**src/rtl/i2s_clkgen.sv**
```systemverilog
// ----------------------------------------------------------------------------
// i2s_clkgen: I2S bit-clock divider.
// Divides clk down to sck and flags the clk cycle whose edge drives sck 1->0,
// so serialisers can update their outputs on that same edge.
//   clk_i   system clock
//   rst_i   asynchronous active-high reset
//   sck_o   bit clock, registered, period 2*div clk cycles, low out of reset
//   fall_o  one-clk strobe, high in the cycle whose closing edge drops sck
// ----------------------------------------------------------------------------
module i2s_clkgen #(
   parameter int div = 2
) (
   input  logic clk_i,
   input  logic rst_i,
   output logic sck_o,
   output logic fall_o
);

   localparam int CW = (div > 1) ? $clog2(div) : 1;
   localparam logic [CW-1:0] TC = CW'(div - 1);

   logic [CW-1:0] cnt_q;
   logic          sck_q;
   logic          tc;

   assign tc = (cnt_q == TC);

   always_ff @(posedge clk_i or posedge rst_i) begin
      if (rst_i) begin
         cnt_q <= '0;
         sck_q <= 1'b0;
      end else if (tc) begin
         cnt_q <= '0;
         sck_q <= ~sck_q;
      end else begin
         cnt_q <= cnt_q + CW'(1);
      end
   end

   assign sck_o  = sck_q;
   // Terminal count while sck is high: the coming edge is the fall event.
   assign fall_o = tc & sck_q;

endmodule

```
**src/rtl/i2s_tx.sv**
```systemverilog
// ----------------------------------------------------------------------------
// i2s_tx: Philips I2S master transmitter.
// Generates sck/ws and shifts a left/right pair MSB first, data lagging ws
// by one slot. ws, sd and ock all change on the clk edge that drops sck.
//   clk  system clock
//   rst  asynchronous active-high reset
//   l    left sample  (b bits), captured entering slot 0
//   r    right sample (b bits), captured entering slot 0
//   sck  bit clock
//   ws   word select, 0 = left, 1 = right
//   sd   serial data
//   ock  one-clk pulse after the l/r capture edge (request for next pair)
// ----------------------------------------------------------------------------
module i2s_tx #(
   parameter int b   = 16,
   parameter int div = 2
) (
   input  logic         clk,
   input  logic         rst,
   input  logic [b-1:0] l,
   input  logic [b-1:0] r,
   output logic         sck,
   output logic         ws,
   output logic         sd,
   output logic         ock
);

   localparam int SW = $clog2(2 * b);
   localparam logic [SW-1:0] SLAST = SW'(2 * b - 1);
   localparam logic [SW-1:0] WS_LO = SW'(b - 1);
   localparam logic [SW-1:0] WS_HI = SW'(2 * b - 2);

   logic            fall;
   logic [SW-1:0]   s_q, s_d;
   logic [2*b-1:0]  sh_q, sh_d;
   logic            ws_q, ws_d;
   logic            sd_q;
   logic            ock_q;
   logic            wrap;

   i2s_clkgen #(.div(div)) u_clkgen (
      .clk_i  (clk),
      .rst_i  (rst),
      .sck_o  (sck),
      .fall_o (fall)
   );

   always_comb begin
      wrap = (s_q == SLAST);
      s_d  = wrap ? '0 : s_q + SW'(1);
      // ws leads the channel data by one slot, hence the b-1 .. 2b-2 window.
      ws_d = (s_d >= WS_LO) && (s_d <= WS_HI);
      // The register top bit always holds the bit due next; after 2b-1 shifts
      // it is r[0], which goes out in slot 0 alongside the new capture.
      sh_d = wrap ? {l, r} : {sh_q[2*b-2:0], 1'b0};
   end

   always_ff @(posedge clk or posedge rst) begin
      if (rst) begin
         s_q   <= SLAST;
         sh_q  <= '0;
         ws_q  <= 1'b0;
         sd_q  <= 1'b0;
         ock_q <= 1'b0;
      end else begin
         ock_q <= fall & wrap;
         if (fall) begin
            s_q  <= s_d;
            sh_q <= sh_d;
            ws_q <= ws_d;
            sd_q <= sh_q[2*b-1];
         end
      end
   end

   assign ws  = ws_q;
   assign sd  = sd_q;
   assign ock = ock_q;

endmodule

```
**config.mk**
```make
export PLATFORM = sky130hd
export DESIGN_NAME = i2s_tx
export DESIGN_NICKNAME = d
export VERILOG_FILES = /design/src/rtl/i2s_clkgen.sv /design/src/rtl/i2s_tx.sv
export SDC_FILE = /design/constraint.sdc
export NUM_CORES = 1
export LEC_CHECK = 0
export CAP_MARGIN = 30
export CORE_ASPECT_RATIO = 0.5
export CORE_UTILIZATION = 50
export DETAILED_ROUTE_END_ITERATION = 10
export PLACE_DENSITY = 0.83
export SLEW_MARGIN = 20
export SYNTH_ARGS = -nofsm -noshare
export SYNTH_HDL_FRONTEND = slang
export SYNTH_SLANG_ARGS = --single-unit
```
**constraint.sdc**
```tcl
create_clock -name clk -period 2.29 [get_ports clk]
set_clock_uncertainty 0.05 [all_clocks]
set_input_delay 0.458 -clock clk [delete_from_list [all_inputs] [get_ports clk]]
set_output_delay 0.458 -clock clk [all_outputs]
set_load 0.03 [all_outputs]
```
* Yosys cells after proc, flatten, opt, wreduce, memory -nomap -nowiden
Index checks and enable logic that the tools add are counted.
** Storage, ports and cells
- Output and inout port bits :: 4
- Word-level logic and storage cells :: 19
- Bits in registers :: 42
- Input bits :: 34
** Operators by class
- Bitwise operators :: 3
- Order comparisons :: 2
- Muxes and demuxes :: 3
- Reduce and logical (&&, ||, !) cells :: 1
- $add $sub $neg :: 2
- Eq/ne operators :: 1
** Operators with widths (number)
- two-way mux 32 bit :: 1
- adder 5 x 1 -> 5 bit (second input constant) :: 1
- == test 5 bit (second input constant) :: 1
- greater-or-equal comparator 5 x 4 -> 1 bit (second input constant) :: 1
- less-or-equal comparator 5 bit (second input constant) :: 1
- two-way mux 5 bit :: 1
- AND 1 bit :: 2
- adder 1 bit (second input constant) :: 1
- logical AND 1 bit :: 1
- two-way mux 1 bit :: 1
- NOT 1 bit :: 1

* Longest topological paths before layout
Gate-level depths: netlist (run 1).
- Word-level depth :: 4
- Gate-level depth with buffers :: 8
- Mapped depth without buffers :: 7

* Cells and area by module
A second synthesis (run 1) with hierarchy kept.
** Unflattened totals
- Cell total of the unflattened synthesis :: 187
- Area total of the unflattened synthesis :: 1975.6 um^2
** By module, submodules not included
- i2s_tx :: instances 1, cells an instance 181, area each 1901.8 um^2, seq. area each 1007.2 um^2
- i2s_clkgen :: instances 1, cells an instance 6, area each 73.8 um^2, seq. area each 50.0 um^2

* Worst setup path before layout (run 1)
OpenSTA, ideal clock, no wires.
- Path kind :: register to register
- From :: reg s_q[0]
- To :: reg ws_q, in the netlist ws
- Stages on the path, launching flop included :: 9
- Data arrival time :: 1.833 ns
- Setup slack :: 0.276 ns
- Cell sequence :: dfstp_2 > ha_1 > and3_2 > ha_1 > buf_4 > nor2_1 > a41o_2 > a41oi_2 > o31ai_2
** On the way
- Cells in the longest elaborated chain, start to end :: 4
- Elaborated cells between the ends (all ways) :: 6
** Ends and longest elaborated chain
- start: declaration :: RTL line i2s_tx.sv:34 : logic [SW-1:0] s_q, s_d;
- start signal: assignment :: RTL line i2s_tx.sv:60 : s_q <= SLAST;
- start signal: assignment :: RTL line i2s_tx.sv:68 : s_q <= s_d;
- adder 5 x 1 -> 5 bit or == test 5 bit (tied branches) :: RTL line i2s_tx.sv:50, i2s_tx.sv:49
- two-way mux 5 bit (*) :: RTL line i2s_tx.sv:50 : s_d = wrap ? '0 : s_q + SW'(1);
- greater-or-equal comparator 5 x 4 -> 1 bit or less-or-equal comparator 5 bit (tied branches) :: RTL line i2s_tx.sv:52 : ws_d = (s_d >= WS_LO) && (s_d <= WS_HI);
- logical AND 1 bit (*) :: RTL line i2s_tx.sv:52
- end signal: assignment :: RTL line i2s_tx.sv:70 : ws_q <= ws_d;
- end: declaration :: RTL line i2s_tx.sv:36 : logic ws_q, ws_d;
Mark *: on every way between the ends. The rest lies on a longest branch, timed or not.
A chain may end at the register's enable or synchronous reset.

* Final worst setup path (run 1)
- From :: reg s_q[0]
- To :: reg sh_q[28]
** On the way
- Cells in the longest elaborated chain, start to end :: 2
** Ends and longest elaborated chain
- == test 5 bit :: RTL line i2s_tx.sv:49 : wrap = (s_q == SLAST);
- two-way mux 32 bit :: RTL line i2s_tx.sv:55 : sh_d = wrap ? {l, r} : {sh_q[2*b-2:0], 1'b0};
- end signal: assignment :: RTL line i2s_tx.sv:61 : sh_q <= '0;
- end signal: assignment :: RTL line i2s_tx.sv:69 : sh_q <= sh_d;
- end: declaration :: RTL line i2s_tx.sv:35 : logic [2*b-1:0] sh_q, sh_d;
No other way between the ends.

==> results of run 1 <==
-- logic make-up after synthesis --
kind of cell    synth area share [%]
simple gates                    11.6
fa+ha+maj                       2.46
compound gates                  12.5
xor+xnor                       0.431
flops                           52.1
buf+inv                         4.31
mux                             16.6
-- power groups by stage --
stage | sequential, W | clock [W] | combinational, W
2_1_floorplan | 0.000756 | 0 | 0.0000121
3_3_place_gp | 0.000756 | 0 | 0.0000742
3_5_place_dp | 0.000756 | 0 | 0.0000751
4_1_cts | 0.000741 | 0.000508 | 0.0000749
5_1_grt | 0.000741 | 0.000529 | 0.0000796
6_report | 0.000741 | 0.000483 | 0.0000734
-- cell usage in the layout (no fill, tap or decap), types with 2 or more instances in the layout --
| master | netlist | layout |
|---|---|---|
| nand2_1 | 44 | 43 |
| clkdlybuf4s50_1 | 0 | 37 |
| dfrtp_1 | 37 | 37 |
| o21ai_0 | 34 | 34 |
| mux2i_1 | 31 | 31 |
| nor2_1 | 7 | 7 |
| clkbuf_8 | 0 | 6 |
| inv_1 | 5 | 5 |
| buf_4 | 4 | 5 |
| dfstp_2 | 5 | 5 |
| a21oi_1 | 3 | 3 |
| ha_1 | 4 | 3 |
| nand3_1 | 2 | 2 |
-- area by class of cell --
cell class	instances	area, um2	area share [%]
flip-flops and latches	42	1060	41.5
multi-input cells	140	891	34.9
repair buffers	43	428	16.8
clock buffers	7	86.3	3.39
well taps	51	63.8	2.50
inverters	5	18.8	0.736
clock inverters	1	5.00	0.196
-- worst paths after layout --
check                      depth (start not counted)  slack, ps                    to          startpoint
max reg2reg                                        6        310  sh_q[28]$_DFFE_PP0P_  s_q[0]$_DFFE_PP1P_
max                                                6        310  sh_q[28]$_DFFE_PP0P_  s_q[0]$_DFFE_PP1P_
max in group asynchronous                          3       1270    s_q[2]$_DFFE_PP1P_                 rst
min in group asynchronous                          3        550  sh_q[23]$_DFFE_PP0P_                 rst
min reg2reg                                        2        420    s_q[4]$_DFFE_PP1P_  s_q[4]$_DFFE_PP1P_
min                                                2        420    s_q[4]$_DFFE_PP1P_  s_q[4]$_DFFE_PP1P_
-- worst min-delay path, delay by kind of cell (launching register included) --
kind | cells | cell delay [ps]
simple gates | 2 | 100
flops | 1 | 380
-- per-stage QoR --
step	instance area [um2]	std cells	hold WS (ps)	util [%]
floorplan	2030	200	388	-
global placement	2460	281	398	67.2
detailed placement	2460	281	407	67.2
CTS	2550	289	420	69.7
global route	2550	289	448	69.7
finish	2550	289	421	69.7
-- per-layer routing --
| layer | global-route usage (%) | part of all wire (%) | vias up |
|---|---|---|---|
| li1 | - | - | 755 |
| met1 | 24.6 | 50 | 709 |
| met2 | 30.7 | 47 | 20 |
| met3 | 3.88 | 2.7 | 2 |
| met4 | 8.13 | 0.52 | 0 |
| met5 | 0 | 0 | - |
-- synthesized netlist by cell type (2+ instances only) --
cell and n:
buf_4 4, nor2_1 7, ha_1 4, nand3_1 2
a21oi_1 3, mux2i_1 31, o21ai_0 34, buf_2 3
dfstp_2 5, inv_1 5, dfrtp_1 37, nand2_1 44
clkbuf_1 5
-- registers in the layout, summed over array words and instances (netlist names) --
signal	cells
u_clkgen.sck_o	1
u_clkgen.cnt_q	1
sh_q	32
ws	1
sd	1
s_q	5
ock	1
==> metrics.cfg, run 1 <==
[placement]
hpwl_um = 2610
portBuffers = 37
dp_slack_ps = 316
place.gp.congestion = 0.841

[synthesis]
async_reset_ff_share_pct = 100
syn-cell-area_mm2 = 0.00203
yosysTopAreaCellShare_pct = 45.6
ys_ff_latch = 42
synth_area_leaders = dfrtp_1 46%, mux2i_1 15%, o21ai_0 8.4%, nand2_1 8.1%, dfstp_2 6.5%
synth-edff-count = 0
syn_inst = 200
yosysWarningCount = 0
syn_avg_cell_area_um2 = 10.2
ys.flop_type = dfrtp_1
seq_area_frac_synth_pct = 52.1
ys_types = 29
yosysTopAreaCell = dfrtp_1
syn_nets = 238

[setup_path]
end_kind = flip-flop
cp_top_family = flip-flops
cp_max_fo = 33
crit_arrival_ps = 2100
cp_slowest_cell = dfstp_2
crit_chain = ha_1 -> and3_2 -> ha_2 -> buf_12 -> mux2i_1 -> o21ai_0
critPathLaunchType = flip-flop
required_ps = 2410
worstSetupPathType = flip-flop to flip-flop
critical_path_buf_inv_count = 1
critPathMaxStageDelay_ps = 610

[power]
ir_drop_uv = 229
total_power_w = 0.00130
power.internal_w = 0.00104
seq_power_share_pct = 57.2
power.share.clock_pct = 37.2
swShare_pct = 20.2
p_comb_share_pct = 5.7
powerDensity_mw_per_mm2 = 509
p_sw_w = 0.000262
p_leak_nw = 1.08

[routing]
wl_per_cell_um = 12.6
dr.pass1.iters = 4
first_iter_violations = 81
num_vias = 1486
via_per_inst = 5.14
totalWireLength_um = 3630
drtAntennaViolNets = 0
drcViolationCount = 0

[global_routing]
grt_use_total_pct = 18.5
grt_overflow = 0
grt_pass1_wl_um = 6010
antenna_found_initial = 0
grt_pass1_vias = 1333
grt_max_degree = 43

[floorplanning]
die_w_um = 92.1
die_h_um = 47.1
ios = 38
initial_core_util_pct = 55.5
dieArea_mm2 = 0.00434
rows = 15
design.core.area_mm2 = 0.00366

[layout]
final_nets = 275
drive_gt1_share_pct = 10.9
num_antenna_cells = 0
fillers = 281
area_delta_synth_final_pct = 25.6

[sta]
finalSetupViolCount = 0
setup_ws_ps = 314
rsz0062_at_grt = no
fin_crit_ps = 1980
slew_viol_final = 0
finalHoldViolations = 0
slew_headroom_pct = 61.7
max_freq_ghz = 0.506
tightest_slew_ps = 573
finalSetupTns_ps = 0
final.period_utilization_pct = 86.3

[clocking]
h-tree-depth = 2
clock_sinks = 42
clk_latency_ps = 290
cts_hold_buf = 0
cts_buffer_depth = 2
path_clk_slew_ps = 80
postCtsSetupBuffers = 0
cts_buffers = 5
root_buffer = clkbuf_8
cts_resized = 0
cts_tree = yes

[run_status]
outcome = completed

[flow_run]
maxCapViolCount = 0

[hold_path]
hold_class = flip-flop to flip-flop

(Power assumes the default switching activity.)
==> inputs of run 2 (changes only) <==
CORE_ASPECT_RATIO = unset   (was 0.5)
SLEW_MARGIN = unset   (was 20)
clock period = 2.2 ns   (was 2.29 ns; I/O delays follow)
==> run 2 against run 1 <==
Against the previous run:
- core utilization decreased by 1.3 points
- worst setup slack got worse by 110 ps
- via count about the same
- total power increased by 15%
- routed wire length increased by 3.9%
- flip-flop and latch count unchanged
- combinational power increased by 9.0%
- count of clock-buffer cells in the layout decreased by 2
==> metrics.cfg, run 2 (same netlist as run 1, synthesis figures left out) <==
[sta]
final.period_utilization_pct = 90.8
tightest_slew_ps = 644
fin_crit_ps = 2000
slew_headroom_pct = 56.8
max_freq_ghz = 0.500
finalHoldViolations = 0
finalSetupViolCount = 0
rsz0062_at_grt = no
finalSetupTns_ps = 0
slew_viol_final = 0

[floorplanning]
design.core.area_mm2 = 0.00377
rows = 22
ios = 38
dieArea_mm2 = 0.00432
die_w_um = 65.7
die_h_um = 65.7
initial_core_util_pct = 53.8

[setup_path]
cp_top_family = flip-flops
r2r-end = ws$_DFFE_PP0P_
end_kind = flip-flop
cp_max_fo = 15
crit_chain = ha_1 -> and3_2 -> ha_2 -> buf_4 -> nor2_1 -> o211ai_1 -> a21oi_1 -> o31ai_2
cp_slowest_cell = dfstp_2
r2r-start = s_q[0]$_DFFE_PP1P_
critical_path_buf_inv_count = 1
critPathLaunchType = flip-flop
worstSetupPathType = flip-flop to flip-flop
required_ps = 2360
critPathMaxStageDelay_ps = 610
crit_arrival_ps = 2160
path_depth = 8
rrSetupSlack_ps = 200
ff2ff_path_depth = 8

[clocking]
cts_hold_buf = 0
cts_resized = 0
cts_tree = yes
cts_buffer_depth = 2
postCtsSetupBuffers = 0
cts_buffers = 5
h-tree-depth = 2
clock_sinks = 42
clk_latency_ps = 300
path_clk_slew_ps = 90
root_buffer = clkbuf_8

[routing]
first_iter_violations = 67
dr.pass1.iters = 6
num_vias = 1485
drtAntennaViolNets = 0
drcViolationCount = 0
via_per_inst = 5.21
wl_per_cell_um = 13.2
totalWireLength_um = 3770

[power]
p_sw_w = 0.000314
swShare_pct = 21.1
seq_power_share_pct = 51.9
p_leak_nw = 1.09
power.share.clock_pct = 42.7
power.internal_w = 0.00117
powerDensity_mw_per_mm2 = 577
p_comb_share_pct = 5.4
ir_drop_uv = 527

[placement]
place.gp.congestion = 0.795
portBuffers = 37
hpwl_um = 2610

[flow_run]
maxCapViolCount = 0

[global_routing]
grt_overflow = 0
grt_max_degree = 46
grt_use_total_pct = 20.1
antenna_found_initial = 0
grt_pass1_vias = 1487
grt_pass1_wl_um = 6540

[layout]
area_delta_synth_final_pct = 26.9
num_antenna_cells = 0
final_core_util_pct = 68.3
layout_commonest_cell = nand2_1
top_register = sh_q
final_nets = 274
drive_gt1_share_pct = 11.0
mostFrequentLayoutCells = 43 x nand2_1, 37 x clkdlybuf4s50_1, 37 x dfrtp_1
largestRegisters = sh_q: 32 flops, s_q: 5 flops
largest_reg_flops = 32

[hold_path]
hold_class = primary input to asynchronous set/reset pin

[run_status]
outcome = completed

-- run 2: how the worst max path moves through the flow --
stage                                end          startpoint  slack (ps)
floorplan                 ws$_DFFE_PP0P_  s_q[0]$_DFFE_PP1P_         190
finish                    ws$_DFFE_PP0P_  s_q[0]$_DFFE_PP1P_         200
global route              ws$_DFFE_PP0P_  s_q[1]$_DFFE_PP1P_          30
global placement          ws$_DFFE_PP0P_  s_q[0]$_DFFE_PP1P_         280
CTS                       ws$_DFFE_PP0P_  s_q[1]$_DFFE_PP1P_         180
detailed placement  sh_q[12]$_DFFE_PP0P_  s_q[0]$_DFFE_PP1P_         220
-- run 2: layer usage --
metal  GRT usage, %  wire (um)
met5              0          0
met4           5.71         31
met3           5.03        173
met2           33.0       1820
met1           26.1       1740
-- run 2: power groups by stage --
stage / sequential, W / combinational (W) / clock, W
global placement: 0.000787 / 0.0000818 / 0
CTS: 0.000772 / 0.0000817 / 0.000656
finish: 0.000772 / 0.0000800 / 0.000636
global route: 0.000772 / 0.0000870 / 0.000687
detailed placement: 0.000787 / 0.0000812 / 0
floorplan: 0.000787 / 0.0000126 / 0
-- run 2: stage by stage --
| step | std cells | area (um2) | hold slack (ps) | power [W] | worst slack, ps |
|---|---|---|---|---|---|
| 3_5_place_dp | 277 | 2460 | 414 | 0.000868 | 219 |
| 5_1_grt | 285 | 2580 | 434 | 0.00155 | 26.3 |
| 6_report | 285 | 2580 | 394 | 0.00149 | 201 |
| 2_1_floorplan | 200 | 2030 | 388 | 0.000799 | 186 |
| 4_1_cts | 285 | 2580 | 404 | 0.00151 | 183 |
| 3_3_place_gp | 277 | 2460 | 399 | 0.000868 | 282 |
-- run 2: cell type report --
cell class              count  area [um2]
multi-input cells         140         891
inverters                   5        18.8
repair buffers             42         433
well taps                  48        60.1
clock buffers               5        68.8
fillers                   304        1190
flip-flops and latches     42        1060
clock inverters             3        48.8
